`config.mk`:
```
export PLATFORM = sky130hd
export DESIGN_NAME = ws2812b_rx
export DESIGN_NICKNAME = d
export VERILOG_FILES = /design/src/rtl/ws2812b_pkg.sv /design/src/rtl/ws2812b_pulse_meter.sv /design/src/rtl/ws2812b_rx.sv
export SDC_FILE = /design/constraint.sdc
export NUM_CORES = 1
export LEC_CHECK = 0
export CELL_PAD_IN_SITES_DETAIL_PLACEMENT = 1
export CELL_PAD_IN_SITES_GLOBAL_PLACEMENT = 1
export CORE_ASPECT_RATIO = 1.25
export CORE_MARGIN = 4
export CORE_UTILIZATION = 38
export DETAILED_ROUTE_END_ITERATION = 8
export GPL_TIMING_DRIVEN = 0
export PLACE_DENSITY = 0.79
export SLEW_MARGIN = 40
export SYNTH_ARGS = -nofsm -noshare
export SYNTH_HDL_FRONTEND = slang
export SYNTH_SLANG_ARGS = --single-unit
```
`constraint.sdc`:
```
create_clock -name clk -period 1.95 [get_ports clk]
set_input_delay 0.39 -clock clk [delete_from_list [all_inputs] [get_ports clk]]
set_output_delay 0.39 -clock clk [all_outputs]
set_load 0.01 [all_outputs]
```
`src/rtl/ws2812b_pkg.sv`:
```
// Shared constants for the WS2812B receiver: line timing at 12 MHz, default
// decode thresholds, receiver state encodings and GRB field positions.
package ws2812b_pkg;

    // Nominal line timing in 12 MHz clock cycles (83.3 ns each).
    localparam int T0H  = 5;     // high time of a 0 bit
    localparam int T1H  = 10;    // high time of a 1 bit
    localparam int TBIT = 15;    // full bit period

    // Default decode thresholds in clock cycles.
    localparam int DFLT_MIN_HIGH     = 2;
    localparam int DFLT_BIT_THRESH   = 7;
    localparam int DFLT_MAX_HIGH     = 20;
    localparam int DFLT_RESET_CYCLES = 600;   // 50 us latch gap
    localparam int DFLT_LED_COUNT    = 24;

    localparam int PIX_BITS = 24;

    // Receiver states.
    localparam logic [1:0] HUNT  = 2'd0;   // waiting for a latch gap before decoding
    localparam logic [1:0] ARMED = 2'd1;   // gap seen, waiting for the first rising edge
    localparam logic [1:0] RECV  = 2'd2;   // decoding bits of a frame

    // Field positions inside a received GRB word (first received bit = bit 23).
    localparam int G_MSB = 23;
    localparam int G_LSB = 16;
    localparam int R_MSB = 15;
    localparam int R_LSB = 8;
    localparam int B_MSB = 7;
    localparam int B_LSB = 0;

endpackage

```
`src/rtl/ws2812b_pulse_meter.sv`:
```
// Synchronizes the raw data line, measures high and low run lengths and turns
// them into per-bit, too-long, rising-edge and latch-gap events.
module ws2812b_pulse_meter
    import ws2812b_pkg::*;
#(
    parameter int MIN_HIGH     = DFLT_MIN_HIGH,
    parameter int BIT_THRESH   = DFLT_BIT_THRESH,
    parameter int MAX_HIGH     = DFLT_MAX_HIGH,
    parameter int RESET_CYCLES = DFLT_RESET_CYCLES
) (
    input  logic clk,
    input  logic resetn,
    input  logic din,
    output logic bit_stb,    // valid-width high pulse just ended
    output logic bit_val,    // decoded value, qualified by bit_stb
    output logic too_long,   // high pulse longer than MAX_HIGH just ended
    output logic gap,        // low run is about to reach RESET_CYCLES
    output logic rise        // synchronized line just went high
);

    // hi_cnt must be able to hold MAX_HIGH+1 so that too-long pulses stay distinguishable.
    localparam int HI_W = $clog2(MAX_HIGH + 2);
    localparam int LO_W = $clog2(RESET_CYCLES + 1);

    localparam logic [HI_W-1:0] HI_SAT = HI_W'(MAX_HIGH + 1);
    localparam logic [HI_W-1:0] HI_MIN = HI_W'(MIN_HIGH);
    localparam logic [HI_W-1:0] HI_MAX = HI_W'(MAX_HIGH);
    localparam logic [HI_W-1:0] HI_THR = HI_W'(BIT_THRESH);
    localparam logic [LO_W-1:0] LO_SAT = LO_W'(RESET_CYCLES);
    localparam logic [LO_W-1:0] LO_ARM = LO_W'(RESET_CYCLES - 1);

    logic            s1_q, s1_d;
    logic            s2_q, s2_d;
    logic            s2_dly_q, s2_dly_d;
    logic [HI_W-1:0] hi_cnt_q, hi_cnt_d;
    logic [LO_W-1:0] lo_cnt_q, lo_cnt_d;
    logic            fall;

    // Next-state for the synchronizer chain and the saturating run-length counters.
    always_comb begin
        s1_d     = din;
        s2_d     = s1_q;
        s2_dly_d = s2_q;
        if (s2_q) begin
            hi_cnt_d = (hi_cnt_q == HI_SAT) ? hi_cnt_q : hi_cnt_q + HI_W'(1);
            lo_cnt_d = '0;
        end else begin
            hi_cnt_d = '0;
            lo_cnt_d = (lo_cnt_q == LO_SAT) ? lo_cnt_q : lo_cnt_q + LO_W'(1);
        end
    end

    // Register synchronizer and counters; reset clears everything.
    always_ff @(posedge clk) begin
        if (!resetn) begin
            s1_q     <= 1'b0;
            s2_q     <= 1'b0;
            s2_dly_q <= 1'b0;
            hi_cnt_q <= '0;
            lo_cnt_q <= '0;
        end else begin
            s1_q     <= s1_d;
            s2_q     <= s2_d;
            s2_dly_q <= s2_dly_d;
            hi_cnt_q <= hi_cnt_d;
            lo_cnt_q <= lo_cnt_d;
        end
    end

    // Edge events; on a fall hi_cnt still holds the width of the pulse that just ended.
    always_comb begin
        fall     = !s2_q && s2_dly_q;
        rise     = s2_q && !s2_dly_q;
        bit_stb  = fall && (hi_cnt_q >= HI_MIN) && (hi_cnt_q <= HI_MAX);
        too_long = fall && (hi_cnt_q > HI_MAX);
        bit_val  = (hi_cnt_q >= HI_THR);
        // Fires once, in the cycle whose edge brings lo_cnt to RESET_CYCLES.
        gap      = !s2_q && (lo_cnt_q == LO_ARM);
    end

endmodule

```
`src/rtl/ws2812b_rx.sv`:
```
// WS2812B stream receiver: decodes GRB pixels from the single-wire line,
// numbers them within a frame and reports frame end, errors and overflow.
module ws2812b_rx
    import ws2812b_pkg::*;
#(
    parameter int   LED_COUNT    = DFLT_LED_COUNT,
    parameter int   MIN_HIGH     = DFLT_MIN_HIGH,
    parameter int   BIT_THRESH   = DFLT_BIT_THRESH,
    parameter int   MAX_HIGH     = DFLT_MAX_HIGH,
    parameter int   RESET_CYCLES = DFLT_RESET_CYCLES,
    localparam int  IDX_W        = $clog2(LED_COUNT)
) (
    input  logic             clk,
    input  logic             resetn,
    input  logic             din,
    output logic             pix_valid,
    output logic [23:0]      pix_grb,
    output logic [IDX_W-1:0] pix_index,
    output logic             frame_done,
    output logic [IDX_W:0]   frame_len,
    output logic             err,
    output logic             ovf,
    output logic             busy
);

    localparam logic [IDX_W:0] IDX_LIMIT = (IDX_W + 1)'(LED_COUNT);
    localparam logic [4:0]     LAST_BIT  = 5'(PIX_BITS - 1);

    logic bit_stb, bit_val, too_long, gap, rise;

    ws2812b_pulse_meter #(
        .MIN_HIGH     (MIN_HIGH),
        .BIT_THRESH   (BIT_THRESH),
        .MAX_HIGH     (MAX_HIGH),
        .RESET_CYCLES (RESET_CYCLES)
    ) u_meter (
        .clk      (clk),
        .resetn   (resetn),
        .din      (din),
        .bit_stb  (bit_stb),
        .bit_val  (bit_val),
        .too_long (too_long),
        .gap      (gap),
        .rise     (rise)
    );

    logic [1:0]       state_q, state_d;
    logic [4:0]       bit_cnt_q, bit_cnt_d;
    logic [23:0]      sr_q, sr_d;
    logic [IDX_W:0]   idx_q, idx_d;
    logic             seen_q, seen_d;       // at least one valid bit in this RECV
    logic             pix_valid_q, pix_valid_d;
    logic [23:0]      pix_grb_q, pix_grb_d;
    logic [IDX_W-1:0] pix_index_q, pix_index_d;
    logic             frame_done_q, frame_done_d;
    logic [IDX_W:0]   frame_len_q, frame_len_d;
    logic             err_q, err_d;
    logic             ovf_q, ovf_d;

    // Frame state machine, bit assembly and output strobe generation.
    always_comb begin
        state_d      = state_q;
        bit_cnt_d    = bit_cnt_q;
        sr_d         = sr_q;
        idx_d        = idx_q;
        seen_d       = seen_q;
        pix_valid_d  = 1'b0;
        pix_grb_d    = pix_grb_q;
        pix_index_d  = pix_index_q;
        frame_done_d = 1'b0;
        frame_len_d  = frame_len_q;
        err_d        = 1'b0;
        ovf_d        = 1'b0;

        case (state_q)
            HUNT: begin
                bit_cnt_d = '0;
                idx_d     = '0;
                seen_d    = 1'b0;
                if (gap) begin
                    state_d = ARMED;
                end
            end
            ARMED: begin
                bit_cnt_d = '0;
                idx_d     = '0;
                seen_d    = 1'b0;
                if (rise) begin
                    state_d = RECV;
                end
            end
            RECV: begin
                if (too_long) begin
                    // Framing is lost; only a fresh latch gap can resynchronize.
                    err_d     = 1'b1;
                    state_d   = HUNT;
                    bit_cnt_d = '0;
                    idx_d     = '0;
                    seen_d    = 1'b0;
                end else if (bit_stb) begin
                    seen_d = 1'b1;
                    sr_d   = {sr_q[22:0], bit_val};
                    if (bit_cnt_q == LAST_BIT) begin
                        bit_cnt_d = '0;
                        if (idx_q < IDX_LIMIT) begin
                            pix_valid_d = 1'b1;
                            pix_grb_d   = {sr_q[22:0], bit_val};
                            pix_index_d = idx_q[IDX_W-1:0];
                            idx_d       = idx_q + (IDX_W + 1)'(1);
                        end else begin
                            ovf_d = 1'b1;
                        end
                    end else begin
                        bit_cnt_d = bit_cnt_q + 5'd1;
                    end
                end else if (gap) begin
                    state_d = ARMED;
                    // A RECV that only ever saw glitches is not reported as a frame.
                    if (seen_q) begin
                        frame_done_d = 1'b1;
                        frame_len_d  = idx_q;
                        err_d        = (bit_cnt_q != 5'd0);
                    end
                    bit_cnt_d = '0;
                    idx_d     = '0;
                    seen_d    = 1'b0;
                end
            end
            default: begin
                state_d = HUNT;
            end
        endcase
    end

    // State and output registers; reset drops any frame in progress.
    always_ff @(posedge clk) begin
        if (!resetn) begin
            state_q      <= HUNT;
            bit_cnt_q    <= '0;
            sr_q         <= '0;
            idx_q        <= '0;
            seen_q       <= 1'b0;
            pix_valid_q  <= 1'b0;
            pix_grb_q    <= '0;
            pix_index_q  <= '0;
            frame_done_q <= 1'b0;
            frame_len_q  <= '0;
            err_q        <= 1'b0;
            ovf_q        <= 1'b0;
        end else begin
            state_q      <= state_d;
            bit_cnt_q    <= bit_cnt_d;
            sr_q         <= sr_d;
            idx_q        <= idx_d;
            seen_q       <= seen_d;
            pix_valid_q  <= pix_valid_d;
            pix_grb_q    <= pix_grb_d;
            pix_index_q  <= pix_index_d;
            frame_done_q <= frame_done_d;
            frame_len_q  <= frame_len_d;
            err_q        <= err_d;
            ovf_q        <= ovf_d;
        end
    end

    assign pix_valid  = pix_valid_q;
    assign pix_grb    = pix_grb_q;
    assign pix_index  = pix_index_q;
    assign frame_done = frame_done_q;
    assign frame_len  = frame_len_q;
    assign err        = err_q;
    assign ovf        = ovf_q;
    assign busy       = (state_q == RECV);

endmodule
```
After elaboration in Yosys (flattened, before gate mapping)
Index checks and enable logic that the tools add are counted.
Widths: inputs -> output; s select.
{"block": "totals", "regBits": 94, "latchBits": 0, "mem_bits_rw": 0, "rom_bits": 0, "inputBits": 3, "out_inout_bits": 40, "wordCells": 93, "mem_count": 0}
{"block": "op_classes", "addsub": 4, "mul": 0, "div_mod_pow": 0, "n_lt_le_gt_ge": 5, "n_eq_ne": 11, "shift": 0, "n_mux": 27, "bitwise_logic": 6, "n_reduce_logical": 23}
{"op": "$mux 6", "n": 5}
{"op": "$eq 10x10->1 const B", "n": 2}
{"op": "$mux 5", "n": 4}
{"op": "$pmux 6 s2", "n": 1}
{"op": "$add 10x1->10 const B", "n": 1}
{"op": "$add 5x1->5 const B", "n": 2}
{"op": "$eq 5x5->1 const B", "n": 2}
{"op": "$mux 1", "n": 10}
{"op": "$pmux 5 s2", "n": 1}
{"op": "$reduce_and 5->1", "n": 2}
{"op": "$reduce_or 5->1", "n": 2}
{"op": "$mux 2", "n": 4}
{"op": "$ne 4x2->1 const B", "n": 2}
{"op": "$reduce_and 2->1", "n": 4}
{"op": "$add 6x1->6 const B", "n": 1}
{"op": "$logic_and 1x1->1", "n": 6}
{"op": "$lt 6x5->1 const B", "n": 1}
{"op": "$not 1->1", "n": 6}
{"op": "$pmux 2 s3", "n": 1}
{"op": "$ge 5x2->1 const B", "n": 1}
{"op": "$ge 5x3->1 const B", "n": 1}
{"op": "$gt 5x5->1 const B", "n": 1}
{"op": "$le 5x5->1 const B", "n": 1}
{"op": "$reduce_bool 5->1", "n": 1}
{"op": "12 further kinds", "n": 14}

Logic depth before layout (Yosys ltp)
{"block": "depth", "word_depth": 7, "ltp_mapped": 8, "ltp_nobuf": 7}

Cells and area by module
A second synthesis with hierarchy kept.
{"block": "unflattened", "hier_cells": 444, "area_unflattened_um2": 3782.4}
{"mod": "ws2812b_rx", "n_inst": 1, "cells_per_inst": 337, "area_each_um2": 2860.2}
{"mod": "ws2812b_pulse_meter", "n_inst": 1, "cells_per_inst": 107, "area_each_um2": 922.1}

Least setup slack after synthesis
OpenSTA, ideal clock, no wires.
{"block": "synth_timing", "path_kind": "register to register", "startpoint": "register u_meter.hi_cnt_q[0]", "endpoint": "register bit_cnt_q[4]", "setup_time_ns": 0.119, "arrival_ns": 1.774, "required_time_ns": 1.831, "path_slack_ns": 0.057, "path_stages_with_launch": 8, "n_path_buf": 0, "cell_sequence": "dfxtp_1 inv_1 ha_1 or4_4 o21ai_4 o22ai_1 o21a_1 o221a_1"}
{"block": "synth_between", "elab_chain_len": 6}
{"element": "start, declared", "line": "ws2812b_pulse_meter.sv:35", "rtl": "logic [HI_W-1:0] hi_cnt_q, hi_cnt_d;"}
{"element": "start signal, assigned", "line": "ws2812b_pulse_meter.sv:65", "rtl": "hi_cnt_q <= hi_cnt_d;"}
{"element": "$ge 5x2->1", "line": "ws2812b_pulse_meter.sv:74", "rtl": "bit_stb = fall && (hi_cnt_q >= HI_MIN) && (hi_cnt_q <= HI_MAX);"}
{"element": "$logic_and 1x1->1 (2 in a row)", "line": "ws2812b_pulse_meter.sv:74"}
{"element": "$mux 5", "line": "ws2812b_rx.sv:100", "rtl": "end else if (bit_stb) begin"}
{"element": "$mux 5", "line": "ws2812b_rx.sv:93", "rtl": "if (too_long) begin"}
{"element": "$pmux 5 s2", "line": "ws2812b_rx.sv:75", "rtl": "case (state_q)"}
{"element": "end signal, assigned", "line": "ws2812b_rx.sv:152", "rtl": "bit_cnt_q <= bit_cnt_d;"}
{"element": "end, declared", "line": "ws2812b_rx.sv:48", "rtl": "logic [4:0] bit_cnt_q, bit_cnt_d;"}
Several ways; a longest one is shown, not always the timed one.
A chain may end at the register's enable or synchronous reset.

Worst setup path in the final report
{"block": "layout_timing", "startpoint": "register u_meter.hi_cnt_q[0]", "endpoint": "register idx_q[2]"}
{"block": "layout_between", "elab_chain_len": 6}
{"element": "$ge 5x2->1", "line": "ws2812b_pulse_meter.sv:74"}
{"element": "$logic_and 1x1->1 (2 in a row)", "line": "ws2812b_pulse_meter.sv:74"}
{"element": "$mux 6", "line": "ws2812b_rx.sv:100"}
{"element": "$mux 6", "line": "ws2812b_rx.sv:93"}
{"element": "$pmux 6 s2", "line": "ws2812b_rx.sv:75"}
{"element": "end signal, assigned", "line": "ws2812b_rx.sv:154", "rtl": "idx_q <= idx_d;"}
{"element": "end, declared", "line": "ws2812b_rx.sv:50", "rtl": "logic [IDX_W:0] idx_q, idx_d;"}
Several ways; a longest one is shown, not always the timed one.

==> key figures <==
Hold path
  – Hold Path Class: flip-flop to flip-flop

Worst setup path
  – Slowest-stage cell, CP: or4_4
  – Worst EP required: around 2.2 ns
  – Critical Path AT: 2.25 ns
  – Crit path capture type: flip-flop
  – Crit path cell chain: inv_4 > ha_4 > or4_4 > o21ai_4 > buf_12 > nor4_4 > buf_6 > buf_8 > nand4b_1 > o211ai_1
  – Slowest stage delay, CP: about 0.45 ns
  – Cell family with most CP delay: simple AND/OR/NAND/NOR gates
  – CP Max Fanout: 6
  – Worst setup SP type: flip-flop
  – Crit Path Class: flip-flop to flip-flop
  – CP Buf/Inv Count: 4

Status
  – Failing checks: setup timing
  – Outcome: finished, violations left

Route
  – Post-Route WL: 11.1 mm
  – DR WL/cell: 17.0 µm
  – Vias: 3487
  – Final ANT Viol Nets: 0
  – Detailed Routing Iterations Pass 1: 4
  – Drt drc: 0
  – Initial drt markers: 99
  – Vias per inst: 5.32

GRT
  – Grt total ovfl: 0
  – First-pass GRT wire length: 17.0 mm
  – Largest net degree at the start of global routing: 15
  – Vias in the first global route: approximately 3600
  – Initial antenna violation count: 0
  – Tot GR Track Use: 17.6%

Placed design
  – GPL Wtd Cong: 0.846
  – Post-detail-place hpwl: 7.01 mm
  – IO Port Bufs: 42
  – Post-DP Area: 4450 µm²

Die
  – Rows: 40
  – Die area: 11900 µm²
  – Initial Util: 39.5%
  – Die Span Y: 121 µm
  – Core area: between 9000 and 10000 µm²
  – Die width: 98.3 µm
  – # IOs: 43

Logic synthesis
  – Asr flop ratio synth: 0%
  – Count of state elements after synthesis: 94
  – Yosys warns: 0
  – Synth Instances: between 400 and 500
  – Distinct cells, synth: 51
  – Syn avg cell area: 8.42 µm²
  – Syn Nets: 471
  – Post-Syn Area: 3870 µm²
  – Seq/Total Area, Yosys: 48.6%
  – Post-synth EDFFs: 0
  – Most used DFF post-synth: dfxtp_1

Power
  – Final total power: 3.85 mW
  – Leak pwr: 1.79 nW
  – VDD IR max: 0.426 mV
  – PwrDens: 727 nW/µm²

STA
  – Clock Skew: 0.00709 ns
  – Final hold violations: 0
  – WHS: 0.436 ns
  – RSZ-0062 raised after global routing: true
  – Final TNS setup: -0.573 ns
  – Slew headroom: 61.4%
  – Min Tclk post-route: 2.02 ns
  – # setup viols final: 26
  – Fmax: approximately 490 MHz
  – Slew Limit Fails: 0
  – Final WS setup: -0.0734 ns
  – Final period utilization: 104%
  – Least-Margin Pin Slew: 0.579 ns

Cells and area
  – Fin nets: 536
  – Commonest cells after routing, fill and taps aside: 99 x nand2_1, 89 x dfxtp_1, 51 x a21oi_1
  – Commonest non-fill, non-tap cell in the layout: nand2_1
  – FILL cells: around 1100
  – P&R area growth vs syn: 36.5%
  – Number of diodes: 0
  – Design Area, Final: around 5300 µm²
  – Layout cells sized above 1: 23.4%

Clock tree
  – Num CTS Buffers: 9
  – H-tree depth: 3
  – CTS max path bufs: 2
  – CTS tree: built
  – Worst-path clk slew: about 0.07 ns
  – Root Buffer: clkbuf_16
  – Num Clock Sinks: 94
  – Clk Latency, worst-skew pair: 0.35 ns

Run
  – Max_cap viols: 0
Yosys cell counts (all sizes together), types with 2 or more instances:
master / n / area share (%)
nor4b: 2 / 0.45
nor3: 9 / 1.4
a211oi: 6 / 1.2
buf: 11 / 2.4
nand4b: 4 / 0.90
a21oi: 70 / 9.0
nand2b: 5 / 0.81
nor2b: 2 / 0.32
nand3: 22 / 3.0
o21a: 2 / 0.58
xor2: 4 / 0.90
and2: 4 / 0.65
xnor2: 7 / 1.6
or4: 2 / 0.48
o31ai: 2 / 0.39
dfxtp: 94 / 49
o21ai: 14 / 2.1
inv: 13 / 1.3
nand4: 4 / 1.0
o211ai: 3 / 0.71
nand2: 119 / 12
ha: 8 / 2.6
mux2i: 2 / 0.52
clkbuf: 12 / 1.2
nor2: 21 / 2.0
and3: 2 / 0.32
o32ai: 3 / 0.68
logic make-up after synthesis:
logic type	count (synthesis)	share of synthesized area, %
compound gates	105	16.0
xor+xnor	11	2.49
fa+ha+maj	8	2.58
buf+inv	37	4.88
flops	94	48.6
mux	2	0.517
simple gates	203	25.0
metrics by stage:
stage	util, %	setup slack, ns	instances
after floorplan	-	0.0571	460
after global placement	45.4	-0.205	628
after detailed placement	45.4	-0.332	628
after CTS	50.8	-0.0137	651
after global routing	53.9	-0.122	655
final	53.9	-0.0734	655
power breakdown:
part	total [mW]	leakage, nW	switching, mW	internal (mW)
Clock	1.84	0.146	0.727	1.12
Sequential	1.93	0.761	0.00837	1.92
Combinational	0.0732	0.880	0.0511	0.0221
final timing paths:
| kind | start | to | slack (ns) | depth (start not counted) |
|---|---|---|---|---|
| hold / removal | u_meter.s1_q | u_meter.s2_dly_d | 0.44 | 1 |
| setup reg to reg | u_meter.hi_cnt_q[0] | idx_q[2] | -0.07 | 10 |
| setup / recovery | u_meter.hi_cnt_q[0] | idx_q[2] | -0.07 | 10 |
| hold reg to reg | u_meter.s1_q | u_meter.s2_dly_d | 0.44 | 1 |
metal layers:
metal	GRT usage, %	up-vias	routed length (µm)
li1	-	1697	-
met1	20.5	1709	4520
met2	31.6	64	5980
met3	2.42	17	372
met4	8.20	0	247
met5	0	-	0
timing repair:
item                                    CTS  global route
resized for setup                        49            75
hold buffers                              0             0
setup buffers                             7             4
pin swaps                                 8            15
gates cloned                              1             2
endpoints found under the setup margin   77            73
sequential cells by signal, summed over array words and instances (netlist names):
| name | cells |
|---|---|
| bit_cnt_q | 5 |
| err | 1 |
| frame_done | 1 |
| frame_len | 6 |
| idx_q | 6 |
| ovf | 1 |
| pix_grb | 24 |
| pix_index | 5 |
| pix_valid | 1 |
| seen_q | 1 |
| sr_q | 23 |
| state_q | 2 |
| u_meter.hi_cnt_q | 5 |
| u_meter.lo_cnt_q | 10 |
| u_meter.s1_q | 1 |
| u_meter.s2_dly_d | 1 |
| u_meter.s2_dly_q | 1 |
cell type report:
| cell class | instances | area, µm² | area share (%) |
|---|---|---|---|
| tap | 126 | 158 | 2.98 |
| inverter | 14 | 57.6 | 1.09 |
| timing repair buffer | 56 | 592 | 11.2 |
| buffer | 21 | 178 | 3.36 |
| clock inverter | 4 | 72.6 | 1.37 |
| clock buffer | 11 | 233 | 4.40 |
| multi-input combinational | 329 | 2110 | 39.8 |
| sequential | 94 | 1890 | 35.8 |
Note: power is estimated with default switching activity, not from simulation.
